===== config.mk =====
export PLATFORM = sky130hd
export DESIGN_NAME = lns_add_scheduler
export DESIGN_NICKNAME = d
export VERILOG_FILES = /design/src/rtl/lns_add_scheduler.sv
export SDC_FILE = /design/constraint.sdc
export NUM_CORES = 1
export LEC_CHECK = 0
export BUFFER_PORTS_ARGS = -buffer_cell sky130_fd_sc_hd__buf_2
export CAP_MARGIN = 20
export CELL_PAD_IN_SITES_DETAIL_PLACEMENT = 0
export CELL_PAD_IN_SITES_GLOBAL_PLACEMENT = 2
export CORE_MARGIN = 3
export CORE_UTILIZATION = 24
export DETAILED_ROUTE_END_ITERATION = 7
export PLACE_DENSITY_LB_ADDON = 0.1
export SYNTH_ARGS = -nofsm -noshare
export SYNTH_HDL_FRONTEND = slang
export SYNTH_SLANG_ARGS = --single-unit

===== constraint.sdc =====
create_clock -name clk -period 2.8 [get_ports clk]
set_input_delay 0.56 -clock clk [delete_from_list [all_inputs] [get_ports clk]]
set_output_delay 0.56 -clock clk [all_outputs]
set_load 0.02 [all_outputs]

===== src/rtl/lns_add_scheduler.sv =====
// Round-robin scheduler sharing one external combinational LNS adder among NREQ requesters.
// Optional saturating response counter enabled by defining LNS_SCHED_OPCOUNT_EN.
module lns_add_scheduler #(
    parameter int unsigned NREQ  = 4,
    parameter int unsigned IDW   = 2,
    parameter int unsigned WBITS = 8
) (
    input  logic                  clk,
    input  logic                  rst_n,
    input  logic [NREQ-1:0]       req_valid,
    output logic [NREQ-1:0]       req_ready,
    input  logic [NREQ*WBITS-1:0] req_a,
    input  logic [NREQ-1:0]       req_sa,
    input  logic [NREQ*WBITS-1:0] req_b,
    input  logic [NREQ-1:0]       req_sb,
    output logic [WBITS-1:0]      add_a,
    output logic [WBITS-1:0]      add_b,
    output logic                  add_sa,
    output logic                  add_sb,
    input  logic [WBITS-1:0]      add_result,
    input  logic                  add_rsign,
    output logic                  resp_valid,
    input  logic                  resp_ready,
    output logic [IDW-1:0]        resp_id,
    output logic [WBITS-1:0]      resp_result,
    output logic                  resp_sign
`ifdef LNS_SCHED_OPCOUNT_EN
    ,
    input  logic                  op_count_clr,
    output logic [15:0]           op_count
`endif
);

    typedef enum logic [1:0] {StIdle, StExec, StResp} state_e;

    state_e           state_q, state_d;
    logic [IDW-1:0]   rr_ptr_q, rr_ptr_d;
    logic [IDW-1:0]   id_q, id_d;
    logic [WBITS-1:0] add_a_q, add_a_d, add_b_q, add_b_d;
    logic             add_sa_q, add_sa_d, add_sb_q, add_sb_d;
    logic [WBITS-1:0] result_q, result_d;
    logic             sign_q, sign_d;

    logic             any_valid;
    logic [IDW-1:0]   grant;
    logic [IDW:0]     idx_w;

    // Scan downward so the lowest offset from rr_ptr is the last (winning) assignment.
    always_comb begin
        any_valid = 1'b0;
        grant     = '0;
        idx_w     = '0;
        for (int k = NREQ - 1; k >= 0; k--) begin
            idx_w = {1'b0, rr_ptr_q} + (IDW + 1)'(k);
            if (idx_w >= (IDW + 1)'(NREQ)) begin
                idx_w = idx_w - (IDW + 1)'(NREQ);
            end
            if (req_valid[idx_w[IDW-1:0]]) begin
                any_valid = 1'b1;
                grant     = idx_w[IDW-1:0];
            end
        end
    end

    always_comb begin
        state_d    = state_q;
        rr_ptr_d   = rr_ptr_q;
        id_d       = id_q;
        add_a_d    = add_a_q;
        add_b_d    = add_b_q;
        add_sa_d   = add_sa_q;
        add_sb_d   = add_sb_q;
        result_d   = result_q;
        sign_d     = sign_q;
        req_ready  = '0;
        resp_valid = 1'b0;
        unique case (state_q)
            StIdle: begin
                if (any_valid) begin
                    req_ready[grant] = 1'b1;
                    add_a_d  = req_a[grant*WBITS +: WBITS];
                    add_b_d  = req_b[grant*WBITS +: WBITS];
                    add_sa_d = req_sa[grant];
                    add_sb_d = req_sb[grant];
                    id_d     = grant;
                    state_d  = StExec;
                end
            end
            StExec: begin
                result_d = add_result;
                sign_d   = add_rsign;
                state_d  = StResp;
            end
            StResp: begin
                resp_valid = 1'b1;
                if (resp_ready) begin
                    state_d  = StIdle;
                    rr_ptr_d = (id_q == IDW'(NREQ - 1)) ? '0 : id_q + 1'b1;
                end
            end
            default: state_d = StIdle;
        endcase
    end

    always_ff @(posedge clk or negedge rst_n) begin
        if (!rst_n) begin
            state_q  <= StIdle;
            rr_ptr_q <= '0;
            id_q     <= '0;
            add_a_q  <= '0;
            add_b_q  <= '0;
            add_sa_q <= 1'b0;
            add_sb_q <= 1'b0;
            result_q <= '0;
            sign_q   <= 1'b0;
        end else begin
            state_q  <= state_d;
            rr_ptr_q <= rr_ptr_d;
            id_q     <= id_d;
            add_a_q  <= add_a_d;
            add_b_q  <= add_b_d;
            add_sa_q <= add_sa_d;
            add_sb_q <= add_sb_d;
            result_q <= result_d;
            sign_q   <= sign_d;
        end
    end

    assign add_a       = add_a_q;
    assign add_b       = add_b_q;
    assign add_sa      = add_sa_q;
    assign add_sb      = add_sb_q;
    assign resp_id     = id_q;
    assign resp_result = result_q;
    assign resp_sign   = sign_q;

`ifdef LNS_SCHED_OPCOUNT_EN
    logic [15:0] op_count_q, op_count_d;

    always_comb begin
        op_count_d = op_count_q;
        if (op_count_clr) begin
            op_count_d = '0;
        end else if (resp_valid && resp_ready && (op_count_q != 16'hFFFF)) begin
            op_count_d = op_count_q + 16'd1;
        end
    end

    always_ff @(posedge clk or negedge rst_n) begin
        if (!rst_n) begin
            op_count_q <= '0;
        end else begin
            op_count_q <= op_count_d;
        end
    end

    assign op_count = op_count_q;
`endif

endmodule

; ---- After elaboration in Yosys (flattened, before gate mapping)
; Index checks and enable logic that the tools add are counted.
[totals]
register_bits = 33
inputBits = 88
output_inout_bits = 34
elab_cells = 72
[classes]
addsub = 8
n_lt_le_gt_ge = 10
eq_ne = 5
shifts = 2
n_mux = 33
reduce_logical = 5
[op_table]
columns = cell, n
row1 = 32-bit by 6-bit variable part select with 8-bit output, 2
row2 = 2-bit 2-to-1 mux, 11
row3 = 2-bit by 3-bit < comparator with 1-bit output (second input constant), 5
row4 = 1-bit binary-select mux with 2-bit select, 6
row5 = 1-bit 2-to-1 mux, 12
row6 = 3-bit >= comparator (second input constant), 3
row7 = 4-bit 2-to-1 mux, 2
row8 = 2-bit by 1-bit subtractor with 2-bit output (second input constant), 4
row9 = 2-bit by 2-bit adder with 3-bit output (second input constant), 2
row10 = 2-bit one-hot mux with 3 select lines, 1
row11 = 2-bit AND reduction, 3
row12 = 2-bit == test (second input constant), 2
row13 = 2-bit != test (second input constant), 2
row14 = 2-bit by 1-bit adder with 3-bit output (second input constant), 1
row15 = 2-bit by 3-bit >= comparator with 1-bit output (second input constant), 1
row16 = 2-bit by 1-bit adder with 2-bit output (second input constant), 1
row17 = 1-bit demux with 2-bit select, 1
row18 = 2-bit by 1-bit == test with 1-bit output (second input constant), 1
row19 = 2-bit by 1-bit >= comparator with 1-bit output (second input constant), 1
row20 = 2-bit logical NOT, 1
row21 = 1-bit logical AND, 1

; ---- Depth between registers and ports, before layout
[logic_depth]
depth_word = 15
mapped_depth = 8
depth_no_buf = 6

; ---- Least setup slack after synthesis
; Ideal clock, no wire load.
[synth_path]
path_kind = input to output
startpoint = in req_valid[2]
endpoint = out req_ready[0]
arrival_ps = 1937
slack_ps = 303
stages = 4
n_path_buf = 1
cell_sequence = nor3b_1 > clkbuf_1 > nor2_1 > nor3_1
[synth_between]
elab_chain_cells = 12
word_cells_on_any_way = 23
cone_classes = order compare (2) / mux (20) / reduce/logical (1)
[synth_lines]
columns = element, line_no
row1 = start: declaration, 10  ; input logic [NREQ-1:0] req_valid,
row2 = 1-bit binary-select mux with 2-bit select, 58  ; if (req_valid[idx_w[IDW-1:0]]) begin
row3 = 1-bit 2-to-1 mux (not written as such), 58
row4 = 2-bit 2-to-1 mux (4 in series), 58
row5 = 2-bit by 3-bit < comparator with 1-bit output (not written as such) / 2-bit by 1-bit >= comparator with 1-bit output (equally long branches), 80  ; req_ready[grant] = 1'b1;
row6 = 1-bit logical AND (not written as such), 80
row7 = 1-bit 2-to-1 mux (not written as such), 80
row8 = 1-bit demux with 2-bit select, 80
row9 = 4-bit 2-to-1 mux (*), 79  ; if (any_valid) begin
row10 = 4-bit 2-to-1 mux (*), 77  ; unique case (state_q)
row11 = end: declaration, 11  ; output logic [NREQ-1:0] req_ready,
; Every way passes the cells marked *; elsewhere a longest branch is shown, timed or not. The select of a mux whose other input is x is not followed.

; ---- Worst setup path after layout
[layout_path]
startpoint = reg rr_ptr_q[1]
endpoint = out req_ready[1]
[layout_between]
elab_chain_cells = 15
word_cells_on_any_way = 38
cone_classes = add/sub (7) / order compare (6) / mux (24) / reduce/logical (1)
[layout_lines]
columns = element, line_no
row1 = start: declaration, 37  ; logic [IDW-1:0] rr_ptr_q, rr_ptr_d;
row2 = start signal: assignment, 118  ; rr_ptr_q <= rr_ptr_d;
row3 = 2-bit by 2-bit adder with 3-bit output, 54  ; idx_w = {1'b0, rr_ptr_q} + (IDW + 1)'(k);
row4 = 3-bit >= comparator / 2-bit by 1-bit subtractor with 2-bit output (equally long branches), "55, 56"
row5 = 2-bit 2-to-1 mux, 55  ; if (idx_w >= (IDW + 1)'(NREQ)) begin
row6 = 1-bit binary-select mux with 2-bit select, 58
row7 = 1-bit 2-to-1 mux (not written as such), 58
row8 = 2-bit 2-to-1 mux (4 in series), 58
row9 = 2-bit by 3-bit < comparator with 1-bit output (not written as such) / 2-bit by 1-bit >= comparator with 1-bit output (equally long branches), 80
row10 = 1-bit logical AND (not written as such), 80
row11 = 1-bit 2-to-1 mux (not written as such), 80
row12 = 1-bit demux with 2-bit select, 80
row13 = 4-bit 2-to-1 mux (*), 79
row14 = 4-bit 2-to-1 mux (*), 77
; Marked as above.

==> impl_metrics.csv <==
group,metric,value,unit
die,core-area,0.00785,mm2
die,floorplan.die_area,0.00930,mm2
setup_path,crit_path_cell_trace,"mux2i_1, o22a_2, nand2_4, nor3_1, buf_2",
logic_synthesis,synthTopCellsByArea,"dfrtp_1, mux2_4, a221o_1, mux2_2, a21oi_1",
route,post-route-drc-count,0,
sta,timing.slew.headroom,0.495,
setup_path,worst_setup_start_kind,"flip-flop",
grt,grt_max_degree,34,
logic_synthesis,netlist.top_cell.by_area,"dfrtp_1",
place,placedInstanceArea,0.00267,mm2
worst_hold_path,hold_path.class,"primary input to asynchronous set/reset pin",
route,drt_pass1_iterations,4,
setup_path,critical-path-max-stage-delay,510,ps
power,vdd_ir_drop_max,0.257,mV
setup_path,worst_setup_path_startpoint,"rr_ptr_q[1]",
status,status,"finished, final reports clean",
sta,fin_ws,276,ps
sta,fin_tns_setup,0,ps
logic_synthesis,yosysSeqAreaShare,0.421,
clock_tree,clk_pin_slew,70,ps
grt,antenna_violations_before_repair,0,
setup_path,worstSetupPathDepth,5,
clock_tree,tritoncts.num_buffers,5,
clock_tree,clockBufferDepth,2,
grt,first_global_vias,1953,
flow_run,cap_viol_max_count,0,
clock_tree,clock_sink_count,33,
logic_synthesis,yosys_register_bits,33,
logic_synthesis,syn-num-nets,272,
grt,grt_usage,0.141,
setup_path,timing.rr.end,"add_a[2]",
setup_path,crit_buf_inv,1,
sta,worst-slew-pin-transition,757,ps
place,dp_hpwl,4.75,mm
setup_path,worst-r2r-cell-count,4,
finish,layout-drive-gt1-share,0.558,
finish,antenna_cells_inserted,0,
die,die_x,96.4,um
logic_synthesis,synthesized_instance_count,183,
sta,post-route-min-period,2520,ps
setup_path,rr_startpoint,"rr_ptr_q[1]",
grt,grt_overflow,0,
clock_tree,clk_root_buffer_cell,"clkbuf_8",
clock_tree,postCtsHoldBufs,0,
route,drt.antenna.violating_nets,0,
die,design.portCount,122,
finish,syn2layout_area_growth,42.6,%
power,power_density,1090,mW/mm2
power,power_leakage,1.42,nW
setup_path,worst-r2r-setup-slack,630,ps
clock_tree,post_cts_setup_buffer_count,0,
sta,timing.final.max_slew_violations,0,
route,avgViaCountPerCell,4.77,
clock_tree,worstSkewPairLatency,290,ps
sta,final_hold_viol_count,0,
place,gpl.final_weighted_congestion,0.711,
finish,layout.nets,391,
finish,fill_cells,845,
route,drt_iter0_markers,50,
place,dpl_worst_slack,415,ps
route,routed_wl,6.55,mm
power,total_power,3.04,mW
finish,post_layout_inst_area,0.00280,mm2
logic_synthesis,synth_area,0.00196,mm2
setup_path,worst_setup_path_end_kind,"output port",
finish,layout.core_utilization,0.357,
logic_synthesis,ys.warnings.count,0,
logic_synthesis,synth_area_per_cell,10.7,um2
route,detailroute.via_count,1933,
sta,report.final.setup_viol,0,
sta,achievable-frequency,396,MHz
logic_synthesis,synth.distinct_cells,30,
setup_path,arrival,1960,ps
setup_path,critPathTopFamily,"flip-flops",
setup_path,cp_max_fanout,20,
clock_tree,clock_tree_from_tritoncts,"built",
place,port-buffer-count,121,
grt,grt_pass1_wl,9.81,mm
logic_synthesis,post-synth-top-area-fraction,0.421,
sta,period_share,0.901,
route,drt-wirelength-per-cell,16.2,um
clock_tree,clock_tree.htree_level_count,2,
setup_path,worst_path_max_delay_cell,"dfrtp_1",
setup_path,cp_data_required_time,2240,ps
clock_tree,cts.repair.resized,0,
setup_path,capturing_element_of_the_worst_setup_path,"req_ready[1]",
die,initial_core_utilization,0.250,
sta,grt_setup_unrepaired,"false",
die,die_h,96.4,um
die,fp-row-count,32,
sta,skew,3.05,ps
setup_path,criticalPathCategory,"flip-flop to output port",
-- cell usage after synthesis (all sizes together) --
cell type   n
nor2        3
nand2       6
ha          1
o21a        1
and3        1
mux2       28
o21ai      20
nor3        2
a21boi      1
a21oi      20
mux2i       1
nor3b       1
or3         1
inv         3
o31ai       1
a221o      18
o221ai      1
nor4        1
buf         8
or3b        1
nand3      18
dfrtp      33
nand2b      2
o22ai       1
clkbuf      8
o22a        2
-- logic make-up after synthesis --
group                      Yosys count  share of synthesized area
muxes                               29                      0.200
adders and majority gates            1                    0.00637
DFF                                 33                      0.421
and+or+nand+nor                     36                     0.0962
buffers and inverters               19                     0.0542
AOI/OAI and AO/OA                   65                      0.222
-- layout by cell type, fill, tap and decap left out, types with 2 or more instances in the layout --
| cell type | synthesis | final |
|---|---|---|
| buf_2 | 4 | 121 |
| dfrtp_1 | 33 | 33 |
| a21oi_1 | 20 | 20 |
| o21ai_0 | 20 | 20 |
| mux2_4 | 18 | 18 |
| nand3_1 | 18 | 18 |
| a221o_1 | 18 | 18 |
| mux2_2 | 10 | 10 |
| buf_4 | 0 | 7 |
| nand2_1 | 5 | 5 |
| clkbuf_8 | 0 | 5 |
| inv_1 | 3 | 3 |
| nor2_1 | 3 | 3 |
| nor3_1 | 2 | 2 |
| nand2b_1 | 2 | 2 |
| bufinv_16 | 0 | 2 |
-- how the worst min path moves through the flow --
stage               slack, ps  cells past startpoint              to            from
finish                    340                      1        add_b[2]           rst_n
CTS                       380                      1        add_b[2]           rst_n
floorplan                 260                      0        add_a[0]           rst_n
global route              400                      1        add_b[2]           rst_n
global placement          480                      1  resp_result[5]  resp_result[5]
detailed placement        490                      1  resp_result[3]  resp_result[3]
-- flip-flops by register name, indices dropped and copies added, names as in the netlist --
| signal | count |
|---|---|
| resp_result | 8 |
| add_sb | 1 |
| add_sa | 1 |
| rr_ptr_q | 2 |
| state_q | 2 |
| resp_sign | 1 |
| add_a | 8 |
| add_b | 8 |
| resp_id | 2 |
-- power breakdown --
group          internal, mW  leakage [nW]  switching, mW
clock                 0.354        0.0681          0.185
sequential            0.718         0.402          0.146
combinational         0.704         0.952          0.934
total                  1.78          1.42           1.26
-- per-stage QoR --
stage,cells,hold slack [ps]
5_1_grt,405,405
2_1_floorplan,183,264
3_3_place_gp,397,481
6_report,405,338
4_1_cts,405,376
3_5_place_dp,397,489
-- layout make-up --
type	count	area (um2)	share of cell area
multi-input combinational	131	1040	0.372
sequential	33	826	0.295
timing repair buffer	128	658	0.235
tap	102	128	0.0456
clock buffer	5	68.8	0.0246
clock inverter	3	65.1	0.0232
inverter	3	11.3	0.00402
-- per-layer routing --
metal,GRT usage,share of wire,routed length [um],vias up
met5,0,0,0,-
met4,0.0315,0.0090,59,0
met3,0.0411,0.068,446,5
met2,0.224,0.48,3120,70
met1,0.190,0.45,2920,923
li1,-,-,-,935
No activity file was read; power rests on OpenSTA's default activity.
